==> src/rtl/aprx_fp_pkg.sv <==
// aprx_fp_pkg: format constants, operand classes and stage-1 record for aprx_fp_cast.
package aprx_fp_pkg;
    localparam int FP32_EXP_W    = 8;
    localparam int FP32_MAN_W    = 23;
    localparam int FP32_BIAS     = 127;
    localparam int FP16ALT_EXP_W = 8;
    localparam int FP16ALT_MAN_W = 7;
    localparam int FP16ALT_BIAS  = 127;
    localparam int FP8_EXP_W     = 5;
    localparam int FP8_MAN_W     = 2;
    localparam int FP8_BIAS      = 15;

    localparam int FLAG_NV = 3;
    localparam int FLAG_OF = 2;
    localparam int FLAG_UF = 1;
    localparam int FLAG_NX = 0;

    typedef enum logic [2:0] {ZERO, SUBN, NORM, INF, QNAN, SNAN} fp_class_e;

    typedef struct packed {
        logic                  sign;
        logic signed [9:0]     te;
        logic [FP32_MAN_W-1:0] man;
        fp_class_e             cls;
        logic                  mode;
    } cast_s1_t;
endpackage

==> src/rtl/aprx_fp_cast_if.sv <==
// aprx_fp_cast_if: operand/result handshake bundle of the down-cast unit.
interface aprx_fp_cast_if;
    logic        in_valid;
    logic        in_ready;
    logic [31:0] a;
    logic        mode;
    logic        out_valid;
    logic        out_ready;
    logic [15:0] c16;
    logic [7:0]  c8;
    logic [3:0]  flags;

    modport master (output in_valid, a, mode, out_ready, input in_ready, out_valid, c16, c8, flags);
    modport slave  (input in_valid, a, mode, out_ready, output in_ready, out_valid, c16, c8, flags);
endinterface

==> src/rtl/aprx_rne_round.sv <==
// aprx_rne_round: round-to-nearest-even on a kept mantissa with guard/sticky bits.
module aprx_rne_round #(
    parameter int KEEP = 7
) (
    input  logic [KEEP-1:0] keep,
    input  logic            guard,
    input  logic            sticky,
    output logic [KEEP-1:0] man,
    output logic            carry,
    output logic            inexact
);
    logic up;

    assign up = guard && (sticky || keep[0]);
    assign {carry, man} = {1'b0, keep} + {{KEEP{1'b0}}, up};
    assign inexact = guard || sticky;
endmodule

==> src/rtl/aprx_fp_cast.sv <==
// aprx_fp_cast: two-stage binary32 -> binary16alt/binary8 RNE down-cast with flags.
// Define APRX_CAST_SUBNORM_EN to produce subnormal results instead of flushing to zero.
module aprx_fp_cast #(
    parameter bit OUT_REG = 1
) (
    input logic clk,
    input logic rst,
    aprx_fp_cast_if.slave bus
);
    import aprx_fp_pkg::*;

    localparam logic signed [9:0] B16   = 10'(FP32_BIAS - FP16ALT_BIAS);
    localparam logic signed [9:0] B8    = 10'(FP32_BIAS - FP8_BIAS);
    localparam logic signed [9:0] EMAX8 = 10'((2 ** FP8_EXP_W) - 2);
    localparam logic [8:0]        EINF16 = 9'((2 ** FP16ALT_EXP_W) - 1);

    cast_s1_t s1, s1_d;
    logic s1_valid, s1_adv, s2_load, ovld;
    logic [FP32_EXP_W-1:0] e;
    logic [FP32_MAN_W-1:0] m;
    logic signed [9:0] te, er1;
    logic [8:0] er0;
    logic [25:0] x;
    logic [FP16ALT_MAN_W-1:0] man0;
    logic [FP8_MAN_W-1:0] man1;
    logic car0, car1, nx0, nx1;
    logic [15:0] r16, o16;
    logic [7:0] r8, o8;
    logic [3:0] rf, of;

    assign e = bus.a[FP32_MAN_W +: FP32_EXP_W];
    assign m = bus.a[FP32_MAN_W-1:0];

    always_comb begin
        s1_d.sign = bus.a[31];
        s1_d.te = $signed({2'b00, e}) - (bus.mode ? B8 : B16);
        s1_d.man = m;
        s1_d.mode = bus.mode;
        s1_d.cls = (e == '0) ? ((m == '0) ? ZERO : SUBN) :
                   (&e) ? ((m == '0) ? INF : (m[22] ? QNAN : SNAN)) : NORM;
    end

    assign s2_load = !ovld || bus.out_ready;
    assign s1_adv = s1_valid && s2_load;
    assign bus.in_ready = !s1_valid || s1_adv;

    always_ff @(posedge clk or posedge rst)
        if (rst) begin
            s1_valid <= 1'b0;
            s1 <= '0;
        end else if (bus.in_ready) begin
            s1_valid <= bus.in_valid;
            s1 <= s1_d;
        end

    assign te = s1.te;
`ifdef APRX_CAST_SUBNORM_EN
    logic den;
    assign den = (te <= 10'sd0) && (te >= -10'sd2);
    // binary8 denormals shift the hidden bit in; bits falling off the end still feed sticky
    assign x = 26'({1'b1, s1.man, 3'b000} >> (den ? 2'(10'sd1 - te) : 2'd0));
`else
    assign x = {s1.man, 3'b000};
`endif

    aprx_rne_round #(.KEEP(FP16ALT_MAN_W)) u_rnd16 (
        .keep(s1.man[22:16]), .guard(s1.man[15]), .sticky(|s1.man[14:0]),
        .man(man0), .carry(car0), .inexact(nx0)
    );
    aprx_rne_round #(.KEEP(FP8_MAN_W)) u_rnd8 (
        .keep(x[25:24]), .guard(x[23]), .sticky(|x[22:0]),
        .man(man1), .carry(car1), .inexact(nx1)
    );

    assign er0 = {1'b0, te[7:0]} + {8'd0, car0};
    assign er1 = te + $signed({9'd0, car1});

    always_comb begin
        r16 = '0;
        r8 = '0;
        rf = '0;
        if (s1.cls == QNAN || s1.cls == SNAN) begin
            r16 = s1.mode ? 16'h0000 : 16'h7FC0;
            r8 = s1.mode ? 8'h7E : 8'h00;
            rf[FLAG_NV] = (s1.cls == SNAN);
        end else if (s1.cls == INF) begin
            r16 = s1.mode ? 16'h0000 : {s1.sign, 15'h7F80};
            r8 = s1.mode ? {s1.sign, 7'h7C} : 8'h00;
        end else if (s1.cls == ZERO) begin
            r16 = s1.mode ? 16'h0000 : {s1.sign, 15'h0000};
            r8 = s1.mode ? {s1.sign, 7'h00} : 8'h00;
        end else if (!s1.mode) begin
            if (s1.cls == SUBN) begin
`ifdef APRX_CAST_SUBNORM_EN
                r16 = {s1.sign, 7'd0, car0, man0};
                rf[FLAG_UF] = nx0;
                rf[FLAG_NX] = nx0;
`else
                r16 = {s1.sign, 15'h0000};
                rf[FLAG_UF] = 1'b1;
                rf[FLAG_NX] = 1'b1;
`endif
            end else if (er0 == EINF16) begin
                r16 = {s1.sign, 15'h7F80};
                rf[FLAG_OF] = 1'b1;
                rf[FLAG_NX] = 1'b1;
            end else begin
                r16 = {s1.sign, er0[7:0], man0};
                rf[FLAG_NX] = nx0;
            end
        end else if (s1.cls != SUBN && (te > EMAX8 || er1 > EMAX8)) begin
            r8 = {s1.sign, 7'h7C};
            rf[FLAG_OF] = 1'b1;
            rf[FLAG_NX] = 1'b1;
        end else if (s1.cls != SUBN && te >= 10'sd1) begin
            r8 = {s1.sign, er1[4:0], man1};
            rf[FLAG_NX] = nx1;
`ifdef APRX_CAST_SUBNORM_EN
        end else if (s1.cls != SUBN && den) begin
            r8 = {s1.sign, 4'd0, car1, man1};
            rf[FLAG_UF] = nx1;
            rf[FLAG_NX] = nx1;
`endif
        end else begin
            r8 = {s1.sign, 7'h00};
            rf[FLAG_UF] = 1'b1;
            rf[FLAG_NX] = 1'b1;
        end
    end

    generate
        if (OUT_REG) begin : g_reg
            always_ff @(posedge clk or posedge rst)
                if (rst) begin
                    ovld <= 1'b0;
                    o16 <= '0;
                    o8 <= '0;
                    of <= '0;
                end else if (s2_load) begin
                    ovld <= s1_valid;
                    o16 <= r16;
                    o8 <= r8;
                    of <= rf;
                end
        end else begin : g_comb
            assign ovld = s1_valid;
            assign o16 = r16;
            assign o8 = r8;
            assign of = rf;
        end
    endgenerate

    assign bus.out_valid = ovld;
    assign bus.c16 = o16;
    assign bus.c8 = o8;
    assign bus.flags = of;
endmodule

==> src/flat_wrapper.sv <==
// flat-port wrapper written by rule: the top's interface ports become plain ports
module aprx_fp_cast_flat import aprx_fp_pkg::*;
#(
    parameter bit OUT_REG = 1
)
  (clk, rst, bus_in_valid, bus_a, bus_mode, bus_out_ready, bus_in_ready, bus_out_valid, bus_c16, bus_c8, bus_flags);
  aprx_fp_cast_if bus_i ();
  input logic clk;
  input logic rst;
  input wire logic [$bits(bus_i.in_valid)-1:0] bus_in_valid;
  input wire logic [$bits(bus_i.a)-1:0] bus_a;
  input wire logic [$bits(bus_i.mode)-1:0] bus_mode;
  input wire logic [$bits(bus_i.out_ready)-1:0] bus_out_ready;
  output wire logic [$bits(bus_i.in_ready)-1:0] bus_in_ready;
  output wire logic [$bits(bus_i.out_valid)-1:0] bus_out_valid;
  output wire logic [$bits(bus_i.c16)-1:0] bus_c16;
  output wire logic [$bits(bus_i.c8)-1:0] bus_c8;
  output wire logic [$bits(bus_i.flags)-1:0] bus_flags;
  assign bus_i.in_valid = bus_in_valid;
  assign bus_i.a = bus_a;
  assign bus_i.mode = bus_mode;
  assign bus_i.out_ready = bus_out_ready;
  assign bus_in_ready = bus_i.in_ready;
  assign bus_out_valid = bus_i.out_valid;
  assign bus_c16 = bus_i.c16;
  assign bus_c8 = bus_i.c8;
  assign bus_flags = bus_i.flags;
  aprx_fp_cast #(.OUT_REG(OUT_REG)) u_core (.clk(clk), .rst(rst), .bus(bus_i));
endmodule
==> config.mk <==
export PLATFORM = sky130hd
export DESIGN_NAME = aprx_fp_cast_flat
export DESIGN_NICKNAME = d
export VERILOG_FILES = /design/src/rtl/aprx_fp_pkg.sv /design/src/rtl/aprx_fp_cast_if.sv /design/src/rtl/aprx_rne_round.sv /design/src/rtl/aprx_fp_cast.sv /design/src/flat_wrapper.sv
export SDC_FILE = /design/constraint.sdc
export NUM_CORES = 1
export LEC_CHECK = 0
export ABC_AREA = 1
export CORE_MARGIN = 1.5
export CORE_UTILIZATION = 35
export DETAILED_ROUTE_END_ITERATION = 7
export PLACE_DENSITY_LB_ADDON = 0.08
export RECOVER_POWER = 100
export SLEW_MARGIN = 20
export SYNTH_ARGS = -nofsm -noshare
export SYNTH_HDL_FRONTEND = slang
export SYNTH_HIERARCHICAL = 1
export SYNTH_SLANG_ARGS = --single-unit
==> constraint.sdc <==
create_clock -name clk -period 2.8 [get_ports clk]
set_input_delay 0.56 -clock clk [delete_from_list [all_inputs] [get_ports clk]]
set_output_delay 0.56 -clock clk [all_outputs]
set_load 0.1 [all_outputs]
## Word level (Yosys, flattened, before mapping)

Cells that the tools add are included.

| operators by class | value |
|---|---|
| eq/ne operators | 6 |
| bitwise logic cells | 0 |
| multiply operators | 0 |
| add/subtract/negate cells | 5 |
| divide/modulo/power cells | 0 |
| order comparisons | 3 |
| shift operators | 0 |
| mux-type cells | 39 |
| reduce and logical (&&, ||, !) cells | 21 |

Operators with widths:

| operator | count |
|---|---|
| 2-to-1 mux 16 bit | 6 |
| 2-to-1 mux 8 bit | 6 |
| 2-to-1 mux 15 bit | 3 |
| 2-to-1 mux 7 bit | 4 |
| logical NOT 23 bit | 1 |
| 2-to-1 mux 3 bit | 7 |
| greater-than comparator 10 x 6 -> 1 bit, second input constant | 2 |
| OR reduction 20 bit | 1 |
| OR reduction 15 bit | 1 |
| 2-to-1 mux 1 bit | 13 |
| adder 10 x 2 -> 10 bit | 1 |
| greater-or-equal comparator 10 x 2 -> 1 bit, second input constant | 1 |
| subtractor 9 x 10 -> 10 bit | 1 |
| adder 8 x 1 -> 9 bit | 1 |
| equality test 9 x 8 -> 1 bit, second input constant | 1 |
| adder 7 x 1 -> 8 bit | 1 |
| logical NOT 8 bit | 1 |
| logical OR 1 bit | 8 |
| AND reduction 8 bit | 1 |
| equality test 3 bit, second input constant | 2 |
| logical AND 1 bit | 5 |
| adder 2 x 1 -> 3 bit | 1 |
| equality test 3 x 1 -> 1 bit, second input constant | 1 |
| equality test 3 x 2 -> 1 bit, second input constant | 1 |
| 3 further kinds | 4 |

| storage, ports and cells | value |
|---|---|
| bits in latches | 0 |
| bits in writable memories | 0 |
| bits of input ports | 37 |
| ROM bits | 0 |
| memories kept | 0 |
| flip-flop bits (word level) | 68 |

## Logic depth before layout (Yosys ltp)

Gate-level depths: netlist (run 1).

| logic depth | value |
|---|---|
| depth after elaboration | 13 |
| gate-level depth with buffers | 21 |
| gate-level depth less buffers | 21 |

## Cells and area by module

Netlist (run 1), hierarchy kept.

Modules (own cells, without submodules):

| module | times used | area an instance (um^2) | cells each |
|---|---|---|---|
| aprx_fp_cast | 1 | 3460.8 | 413 |
| aprx_rne_round at u_core.u_rnd16 | 1 | 158.9 | 27 |
| aprx_rne_round at u_core.u_rnd8 | 1 | 42.5 | 6 |

## Least setup slack after synthesis (run 1)

OpenSTA, ideal clock, no wires.

| timing path | value |
|---|---|
| path type | reg-to-output |
| start point | register u_core.ovld, in the netlist u_core/bus.out_valid |
| end point | output port bus_in_ready |
| stages on the path, launching flop included | 6 |
| data arrival time | 2.358 ns |
| path slack | -0.118 ns |
| buffers on the path | 2 |
| cell sequence | dfrtp_1 -> inv_1 -> nor2_4 -> nand2_1 -> buf_2 -> buf_1 |

| on the way | value |
|---|---|
| word-level cells in the longest chain between the ends | 4 |

Ends and longest elaborated chain:

| what | RTL line | text |
|---|---|---|
| from (decl) | aprx_fp_cast.sv:18 | `logic s1_valid, s1_adv, s2_load, ovld;` |
| from (signal assigned) | aprx_fp_cast.sv:140 | `ovld <= s1_valid;` |
| logical NOT 1 bit | aprx_fp_cast.sv:43 | `assign s2_load = !ovld \|\| bus.out_ready;` |
| logical OR 1 bit | aprx_fp_cast.sv:43 |  |
| logical AND 1 bit | aprx_fp_cast.sv:44 | `assign s1_adv = s1_valid && s2_load;` |
| logical OR 1 bit | aprx_fp_cast.sv:45 | `assign bus.in_ready = !s1_valid \|\| s1_adv;` |
| to (decl) | flat_wrapper.sv:14 | `output wire logic [$bits(bus_i.in_ready)-1:0] bus_in_ready;` |

No other way between the ends.

## Worst setup path after layout (run 1)

| timing path | value |
|---|---|
| start point | input port bus_out_ready |
| end point | output port bus_in_ready |

| on the way | value |
|---|---|
| word-level cells in the longest chain between the ends | 3 |

Ends and longest elaborated chain:

| what | RTL line | text |
|---|---|---|
| from (decl) | flat_wrapper.sv:13 | `input wire logic [$bits(bus_i.out_ready)-1:0] bus_out_ready;` |
| logical OR 1 bit | aprx_fp_cast.sv:43 |  |
| logical AND 1 bit | aprx_fp_cast.sv:44 |  |
| logical OR 1 bit | aprx_fp_cast.sv:45 |  |

No other way between the ends.

==> Implementation_results.wiki, run 1 <==
{| class="wikitable"
! Metric !! Value
|-
| Status || completed
|-
| Die ar. || around 11,000 um^2
|-
| Fraction of synthesis flops using an asynchronous set or reset pin || 100%
|-
| Clock Sinks || between 60 and 70
|-
| Post-synthesis cell type count || 39
|-
| Data arrival time of the critical path || around 2.2 ns
|-
| Relative slew slack || 20.8%
|-
| Count of endpoints failing hold in the final timing report || 0
|-
| CP endpoint kind || primary output
|-
| # port buffers || 66
|-
| Area used by multi-input combinational logic || 1940 um^2
|-
| Maximum Capacitance Violations || 0
|-
| Average cell area after synthesis || 8.21 um^2
|-
| Crit path kind || in -> out
|-
| Clock latency of the later-clocked register in the worst-skew pair || ~0.34 ns
|-
| Total cell area at the placement stage || approximately 4500 um^2
|-
| Gr usage total || between 15 and 20%
|-
| Critical path's slowest cell || sky130_fd_sc_hd__nor2_1
|-
| Cell area after synthesis || between 3000 and 4000 um^2
|-
| Final period util || 97.3%
|-
| Total iterations of the first detailed-routing run || 4
|-
| Placement row count || 37
|-
| Post-route ant nets || 0
|-
| Floorplan core area || roughly 10,000 um^2
|-
| Time the worst path needs with I/O delays and setup || 2.72 ns
|-
| Leading cell type by number of instances after synthesis || sky130_fd_sc_hd__nand2_1
|-
| Max IR drop VDD || roughly 0.00035 V
|-
| Sequential cell area || roughly 1700 um^2
|-
| Setup repair after global routing missed its margin || yes
|-
| Placer congestion estimate || about 0.84
|-
| Vias per inst || roughly 4.9
|-
| Most common library cells after synthesis || 99 x sky130_fd_sc_hd__nand2_1, 67 x sky130_fd_sc_hd__dfrtp_1, 45 x sky130_fd_sc_hd__inv_1
|-
| Cells after synthesis || between 400 and 500
|-
| Crit path largest cell delay || roughly 0.70 ns
|-
| Yosys warning count || 6
|-
| Leakage power || between 2 and 2.5 nW
|-
| Final routed DRC violation total || 0
|-
| Share of post-route cells with drive strength above 1 || a little under a fifth
|-
| Starting DRC count in detailed routing || 157
|-
| Clock buffer count from CTS || 9
|-
| TritonCTS clock tree || built
|-
| Height of the chip || approximately 110 um
|-
| Vias in the first global route || about 3,100
|-
| Final cell utilization of the core || roughly 48%
|-
| Post-synthesis to final-layout area growth || 33.0%
|-
| Final setup violation count || 0
|-
| Maximum fanout along the worst path || 11
|-
| Largest area contributor in the netlist || sky130_fd_sc_hd__dfrtp_1
|-
| Most area-consuming cells after synthesis || sky130_fd_sc_hd__dfrtp_1 46%, sky130_fd_sc_hd__nand2_1 10%, sky130_fd_sc_hd__o21ai_0 4.8%
|-
| Maximum number of pins on one net before global-route repair || 48
|-
| Required time of the critical path || roughly 2.2 ns
|-
| Final worst clock skew || between 0.009 and 0.01 ns
|-
| Total number of H-tree levels || 3
|-
| Clock-pin slew on the worst setup and hold paths || roughly 0.07 ns
|-
| Sequential element share of the synthesized area || between 40% and 50%
|-
| Detailed placement HPWL || slightly above 7000 um
|-
| Non-Filler Cell Area, Final || a little under 5000 um^2
|-
| Kind of start point of the critical path || primary input
|-
| Worst min path class || reg -> reg
|-
| Power density cells || 631 nW/um^2
|-
| Number of enable flip-flop cells after synthesis || 0
|-
| Overflow left after global routing || 0
|-
| Number of top-level pins || between 60 and 70
|-
| First-pass GRT wire length || approximately 15,000 um
|-
| Syn_nets || between 400 and 500
|-
| Ordered list of cells on the worst path || clkdlybuf4s50_1 > nor2_1 > nand2_2 > buf_12
|-
| Fill cell count || roughly 1,000
|-
| Deepest clock path buffer count || 2
|-
| Layout Nets || between 500 and 600
|-
| Clock root buffer || sky130_fd_sc_hd__clkbuf_8
|-
| Synth Register Bits || 67
|-
| Vias after detailed routing || 3,292
|-
| Starting density of the core || a little over a third
|-
| Main synth FF type || sky130_fd_sc_hd__dfrtp_1
|-
| Die W || around 110 um
|-
| Wire per inst || between 10 and 15 um
|-
| Max Transition Viols Final || 0
|-
| Top cell type's share of synthesized area || between 40% and 50%
|-
| Number of buffers added to fix hold violations after cts || 0
|-
| Number of diodes || 0
|-
| Highest clock frequency the design can meet || approximately 0.37 GHz
|-
| Total Routed Length || 9350 um
|-
| Number of antenna violations at the first check in global routing || 0
|-
| Slew at the pin with the worst max-slew slack || approximately 1.2 ns
|}
layout by cell type, fill, tap and decap left out, types with 2 or more instances in the layout:
| cell | n |
|---|---|
| sky130_fd_sc_hd__nand2_1 | 89 |
| sky130_fd_sc_hd__dfrtp_1 | 67 |
| sky130_fd_sc_hd__inv_1 | 42 |
| sky130_fd_sc_hd__clkbuf_1 | 35 |
| sky130_fd_sc_hd__clkdlybuf4s50_1 | 35 |
| sky130_fd_sc_hd__o21ai_0 | 33 |
| sky130_fd_sc_hd__nor2_1 | 25 |
| sky130_fd_sc_hd__nand3_1 | 23 |
| sky130_fd_sc_hd__buf_4 | 22 |
| sky130_fd_sc_hd__nand4_1 | 16 |
| sky130_fd_sc_hd__a21oi_1 | 15 |
| sky130_fd_sc_hd__nand2_2 | 14 |
| sky130_fd_sc_hd__clkbuf_8 | 11 |
| sky130_fd_sc_hd__inv_2 | 10 |
| sky130_fd_sc_hd__mux2_1 | 8 |
| sky130_fd_sc_hd__nand3_2 | 8 |
| sky130_fd_sc_hd__nor4_1 | 7 |
| sky130_fd_sc_hd__nor3_1 | 7 |
| sky130_fd_sc_hd__nor2_2 | 6 |
| sky130_fd_sc_hd__o21ai_1 | 6 |
| sky130_fd_sc_hd__xor2_1 | 6 |
| sky130_fd_sc_hd__ha_4 | 6 |
| sky130_fd_sc_hd__a21oi_2 | 4 |
| sky130_fd_sc_hd__a22o_1 | 4 |
| sky130_fd_sc_hd__ha_1 | 4 |
| sky130_fd_sc_hd__o21bai_1 | 3 |
| sky130_fd_sc_hd__xnor2_1 | 3 |
| sky130_fd_sc_hd__nor3_2 | 3 |
| sky130_fd_sc_hd__or2_2 | 3 |
| sky130_fd_sc_hd__buf_12 | 2 |
| sky130_fd_sc_hd__xor2_2 | 2 |
| sky130_fd_sc_hd__nand3_4 | 2 |
| sky130_fd_sc_hd__nor2_4 | 2 |
final cells by class:
class	count	area share, %
Multi-Input combinational cell	313	39.8
Sequential cell	67	34.4
Timing Repair Buffer	93	14.2
Inverter	53	4.14
Tap cell	136	3.49
Clock buffer	13	3.26
Clock inverter	2	0.719
final timing paths:
check,slack (ns),from,to,depth (start not counted)
worst max-delay path,0.08,bus_out_ready,bus_in_ready,4
worst min-delay path,0.48,u_core/bus.c16[14],u_core/bus.c16[14],1
worst max register to register,0.10,u_core/s1[14],u_core/bus.c16[0],20
worst min register to register,0.48,u_core/bus.c16[14],u_core/bus.c16[14],1
max in group asynchronous,0.72,rst,u_core/s1[16],3
min in group asynchronous,0.77,rst,u_core/bus.flags[1],2
timing repair:
item                       in CTS  in global routing
pin swaps                      18                 15
cloned                          1                  0
setup endpoints to repair      18                 20
setup buffers                   4                  3
gates resized for setup        26                 28
cell families after synthesis:
family	synth area share (%)
compound gates	10.8
fa+ha+maj	4.30
flops	45.8
xor+xnor	2.87
simple gates	26.5
mux	2.46
buf+inv	7.21
sequential cells by signal, indices dropped and copies added (netlist names):
register,flops
u_core/bus.c16,16
u_core/bus.c8,8
u_core/bus.flags,4
u_core/bus.out_valid,1
u_core/s1,28
u_core/s1_valid,1
u_core/te,9
power breakdown:
part	switching, mW	internal, mW
registers	0.104	1.08
logic	0.795	0.281
clock network	0.353	0.455
total	1.25	1.82
worst max-delay path, delay by kind of cell:
family | cells | cell delay, ns
buffers and inverters | 2 | 0.65
and+or+nand+nor | 2 | 0.94
per-stage QoR:
step / hold slack [ns] / worst slack, ns / std cells / total power [mW] / TNS (ns)
4_1_cts: 0.488 / -0.0662 / 674 / 3.13 / -0.863
5_1_grt: 0.503 / -0.106 / 677 / 3.24 / -1.32
6_report: 0.476 / 0.0766 / 677 / 3.07 / 0
3_5_place_dp: 0.471 / -0.124 / 654 / 2.27 / -1.63
3_3_place_gp: 0.465 / -0.0859 / 654 / 2.27 / -0.756
2_1_floorplan: 0.458 / 0.121 / 446 / 1.96 / 0
per-layer routing:
layer  vias up  routed length, um  GRT usage, %
met3        11                419          2.91
met5         -                  0             0
met2        86               4110          25.8
li1       1661                  -             -
met1      1534               4700          25.4
met4         0                119          6.36
(Power assumes the default switching activity.)
==> inputs of run 2 (changes only) <==
--- a/config.mk
+++ b/config.mk
@@ -10,4 +10,5 @@
 export CORE_UTILIZATION = 35
 export DETAILED_ROUTE_END_ITERATION = 7
+export GPL_ROUTABILITY_DRIVEN = 0
 export PLACE_DENSITY_LB_ADDON = 0.08
 export RECOVER_POWER = 100
==> constraint.sdc (replaced) <==
create_clock -name clk -period 2.8 [get_ports clk]
set_input_delay 0.56 -clock clk [delete_from_list [all_inputs] [get_ports clk]]
set_output_delay 0.56 -clock clk [all_outputs]
set_load 0.05 [all_outputs]
==> run 2 against run 1 <==
The flow now finishes with violations (capacitance limit, slew limit). Sequential power barely moved. Die area did not move. Utilization rose by 1.9 points. Largest power group unchanged. Via count fell by 1.6%. Clock-buffer cell count fell by 3. Sequential share of layout area fell by 1.3 points. Critical path depth rose by 17. Final cell count did not move. Highest routed layer unchanged. Register-to-register slack got worse by 0.06 ns. Wire length fell by 0.44%. Maximum frequency fell by 1.5%.
==> Implementation_results.wiki, run 2 (synthesis results as in run 1) <==
{| class="wikitable"
! Metric !! Value
|-
| Max IR drop VDD || 0.000209 V
|-
| Detailed placement HPWL || approximately 6800 um
|-
| Status || finished with violations
|-
| Final setup violation count || 0
|-
| Final worst clock skew || about 0.015 ns
|-
| Violations in the final reports || capacitance limit, slew limit
|-
| Overflow left after global routing || 0
|-
| Hold Startpoint || u_core/bus.c16[1]
|-
| Maximum number of pins on one net before global-route repair || between 60 and 70
|-
| Number of antenna violations at the first check in global routing || 0
|-
| Wire per inst || ~14 um
|-
| Layout Nets || ~590
|-
| Kind of start point of the critical path || register
|-
| TritonCTS clock tree || built
|-
| Fill cell count || approximately 990
|-
| Clock buffer count from CTS || 9
|-
| Gr usage total || 17.9%
|-
| Sequential cell area || between 1500 and 2000 um^2
|-
| Die ar. || approximately 11,000 um^2
|-
| Deepest clock path buffer count || 2
|-
| Maximum fanout along the worst path || 5
|-
| Required time of the critical path || approximately 3.0 ns
|-
| Area used by multi-input combinational logic || between 1500 and 2000 um^2
|-
| Register-to-Register Setup Slack || between 0.03 and 0.04 ns
|-
| Reg2Reg Launch Point || u_core/s1[13]
|-
| Number of cells traversed by the worst register-to-register path || 21
|-
| Count of endpoints failing hold in the final timing report || 0
|-
| Setup Total Neg Slack || 0 ns
|-
| Number of cells traversed by the worst hold path || 2
|-
| Placement Setup Slack || -0.150 ns
|-
| Final worst slack || ~0.036 ns
|-
| Leakage power || 2.33 nW
|-
| Max Transition Viols Final || 68
|-
| Capturing point of the worst reg2reg path || u_core/bus.c8[6]
|-
| Die W || 105 um
|-
| Tightest hold margin || around 0.47 ns
|-
| Setup repair after global routing missed its margin || yes
|-
| Flip-flop count of the largest register after layout || 28
|-
| Highest clock frequency the design can meet || 0.362 GHz
|-
| Clock root buffer || sky130_fd_sc_hd__clkbuf_8
|-
| Worst min path class || reg -> reg
|-
| Vias per inst || between 4 and 5
|-
| Total number of H-tree levels || 3
|-
| Vias after detailed routing || about 3,200
|-
| # port buffers || 66
|-
| Post-synthesis to final-layout area growth || 38.2%
|-
| Number of top-level pins || 67
|-
| Crit path kind || reg -> reg
|-
| Starting DRC count in detailed routing || approximately 180
|-
| Starting density of the core || between 30% and 40%
|-
| Final routed DRC violation total || 0
|-
| Clock Sinks || between 60 and 70
|-
| Leading cell type in the layout, fill and taps excluded || sky130_fd_sc_hd__nand2_1
|-
| Power density cells || 588 nW/um^2
|-
| Floorplan core area || about 10,000 um^2
|-
| Placement row count || 37
|-
| First-pass GRT wire length || roughly 16,000 um
|-
| Register with the most flip-flops || u_core/s1
|-
| Share of post-route cells with drive strength above 1 || 18.3%
|-
| CP endpoint kind || register
|-
| Data arrival time of the critical path || approximately 3.0 ns
|-
| Overall power consumption || 2.98 mW
|-
| Clock latency of the later-clocked register in the worst-skew pair || 0.34 ns
|-
| Vias in the first global route || between 3,000 and 4,000
|-
| Post-route ant nets || 0
|-
| Time the worst path needs with I/O delays and setup || between 2 and 3 ns
|-
| Relative slew slack || -7.74%
|-
| Height of the chip || 105 um
|-
| Number of diodes || 0
|-
| Commonest cells after routing, fill and taps aside || 91 x sky130_fd_sc_hd__nand2_1, 67 x sky130_fd_sc_hd__dfrtp_1, 45 x sky130_fd_sc_hd__inv_1
|-
| Total iterations of the first detailed-routing run || 4
|-
| Clock-pin slew on the worst setup and hold paths || ~0.080 ns
|-
| Final period util || a little over nine tenths
|-
| End point of the worst hold path || u_core/bus.c16[1]
|-
| Total Routed Length || just over 9000 um
|-
| Maximum Capacitance Violations || 1
|-
| Slew at the pin with the worst max-slew slack || between 1.5 and 2 ns
|}
[run 2: changes by cell type in the layout (fill, tap and decap cells not counted), sizes merged]
cell,previous run,this run
clkbuf,46,14
dlygate4sd3,1,31
clkinv,1,3
clkinvlp,0,2
buf,24,23
bufinv,1,2
clkdlybuf4s50,35,34
inv,53,52
[run 2: area by class of cell]
| type | count | share of cell area, % |
|---|---|---|
| Clock buffer | 10 | 2.72 |
| Clock inverter | 6 | 1.75 |
| Inverter | 53 | 3.98 |
| Multi-Input combinational cell | 313 | 38.4 |
| Sequential cell | 67 | 33.1 |
| Tap cell | 136 | 3.36 |
| Timing Repair Buffer | 92 | 16.7 |
[run 2: worst max-delay path, stage by stage (launching register included)]
cell and delay, ns:
sky130_fd_sc_hd__dfrtp_1 0.37, sky130_fd_sc_hd__inv_1 0.06, sky130_fd_sc_hd__nand4_1 0.11, sky130_fd_sc_hd__nor4_2 0.15
sky130_fd_sc_hd__buf_4 0.16, sky130_fd_sc_hd__nand3_2 0.07, sky130_fd_sc_hd__nor2_1 0.10, sky130_fd_sc_hd__nor2_1 0.06
sky130_fd_sc_hd__ha_2 0.18, sky130_fd_sc_hd__ha_4 0.16, sky130_fd_sc_hd__ha_4 0.16, sky130_fd_sc_hd__ha_4 0.18
sky130_fd_sc_hd__nand2_1 0.07, sky130_fd_sc_hd__nand3_1 0.06, sky130_fd_sc_hd__nand2_1 0.09, sky130_fd_sc_hd__nand3_2 0.10
sky130_fd_sc_hd__nor2_4 0.12, sky130_fd_sc_hd__nand3_4 0.10, sky130_fd_sc_hd__nand2_4 0.10, sky130_fd_sc_hd__nand2_1 0.06
sky130_fd_sc_hd__nand2_1 0.08, sky130_fd_sc_hd__a21oi_1 0.07
[run 2: repair_timing]
item                                    CTS  global route
pin swaps                                25            13
hold buffers                              0             0
endpoints found under the setup margin   18            20
setup buffers                             4             2
gates cloned                              1             0
gates resized for setup                  27            22
[run 2: report_power, final]
| part | total [mW] | internal [mW] | switching (mW) |
|---|---|---|---|
| sequential | 1.19 | 1.08 | 0.102 |
| combinational | 0.881 | 0.323 | 0.558 |
| clock | 0.913 | 0.526 | 0.387 |
[run 2: per-layer routing]
metal	GRT usage [%]	part of all wire (%)	wire length (um)	up-vias
met3	2.97	4.5	420	13
met4	7.24	1.8	166	0
li1	-	-	-	1668
met2	27.1	45	4140	95
met1	25.3	49	4570	1462
met5	0	0	0	-
[run 2: worst max-delay path by stage]
stage / start / to / slack [ns] / cells after the start
2_1_floorplan: u_core/s1[14] / u_core/bus.flags[1] / 0.21 / 19
3_3_place_gp: u_core/s1[14] / u_core/bus.c16[2] / -0.09 / 20
3_5_place_dp: u_core/s1[14] / u_core/bus.flags[1] / -0.15 / 20
4_1_cts: u_core/s1[13] / u_core/bus.c8[6] / -0.07 / 21
5_1_grt: u_core/s1[13] / u_core/bus.c8[6] / -0.14 / 21
6_report: u_core/s1[13] / u_core/bus.c8[6] / 0.04 / 21
[run 2: per-stage QoR]
step / instances / instance area [um^2] / util (%)
2_1_floorplan: 446 / 3660 / -
3_3_place_gp: 654 / 4590 / 44.9
3_5_place_dp: 654 / 4590 / 44.9
4_1_cts: 675 / 4980 / 48.7
5_1_grt: 677 / 5060 / 49.5
6_report: 677 / 5060 / 49.5
==> inputs of run 3 (changes only) <==
CTS_CLUSTER_SIZE = 28   (was default)
==> results of run 3 <==
Final layout, timing and power as in run 2 (identical DEF).
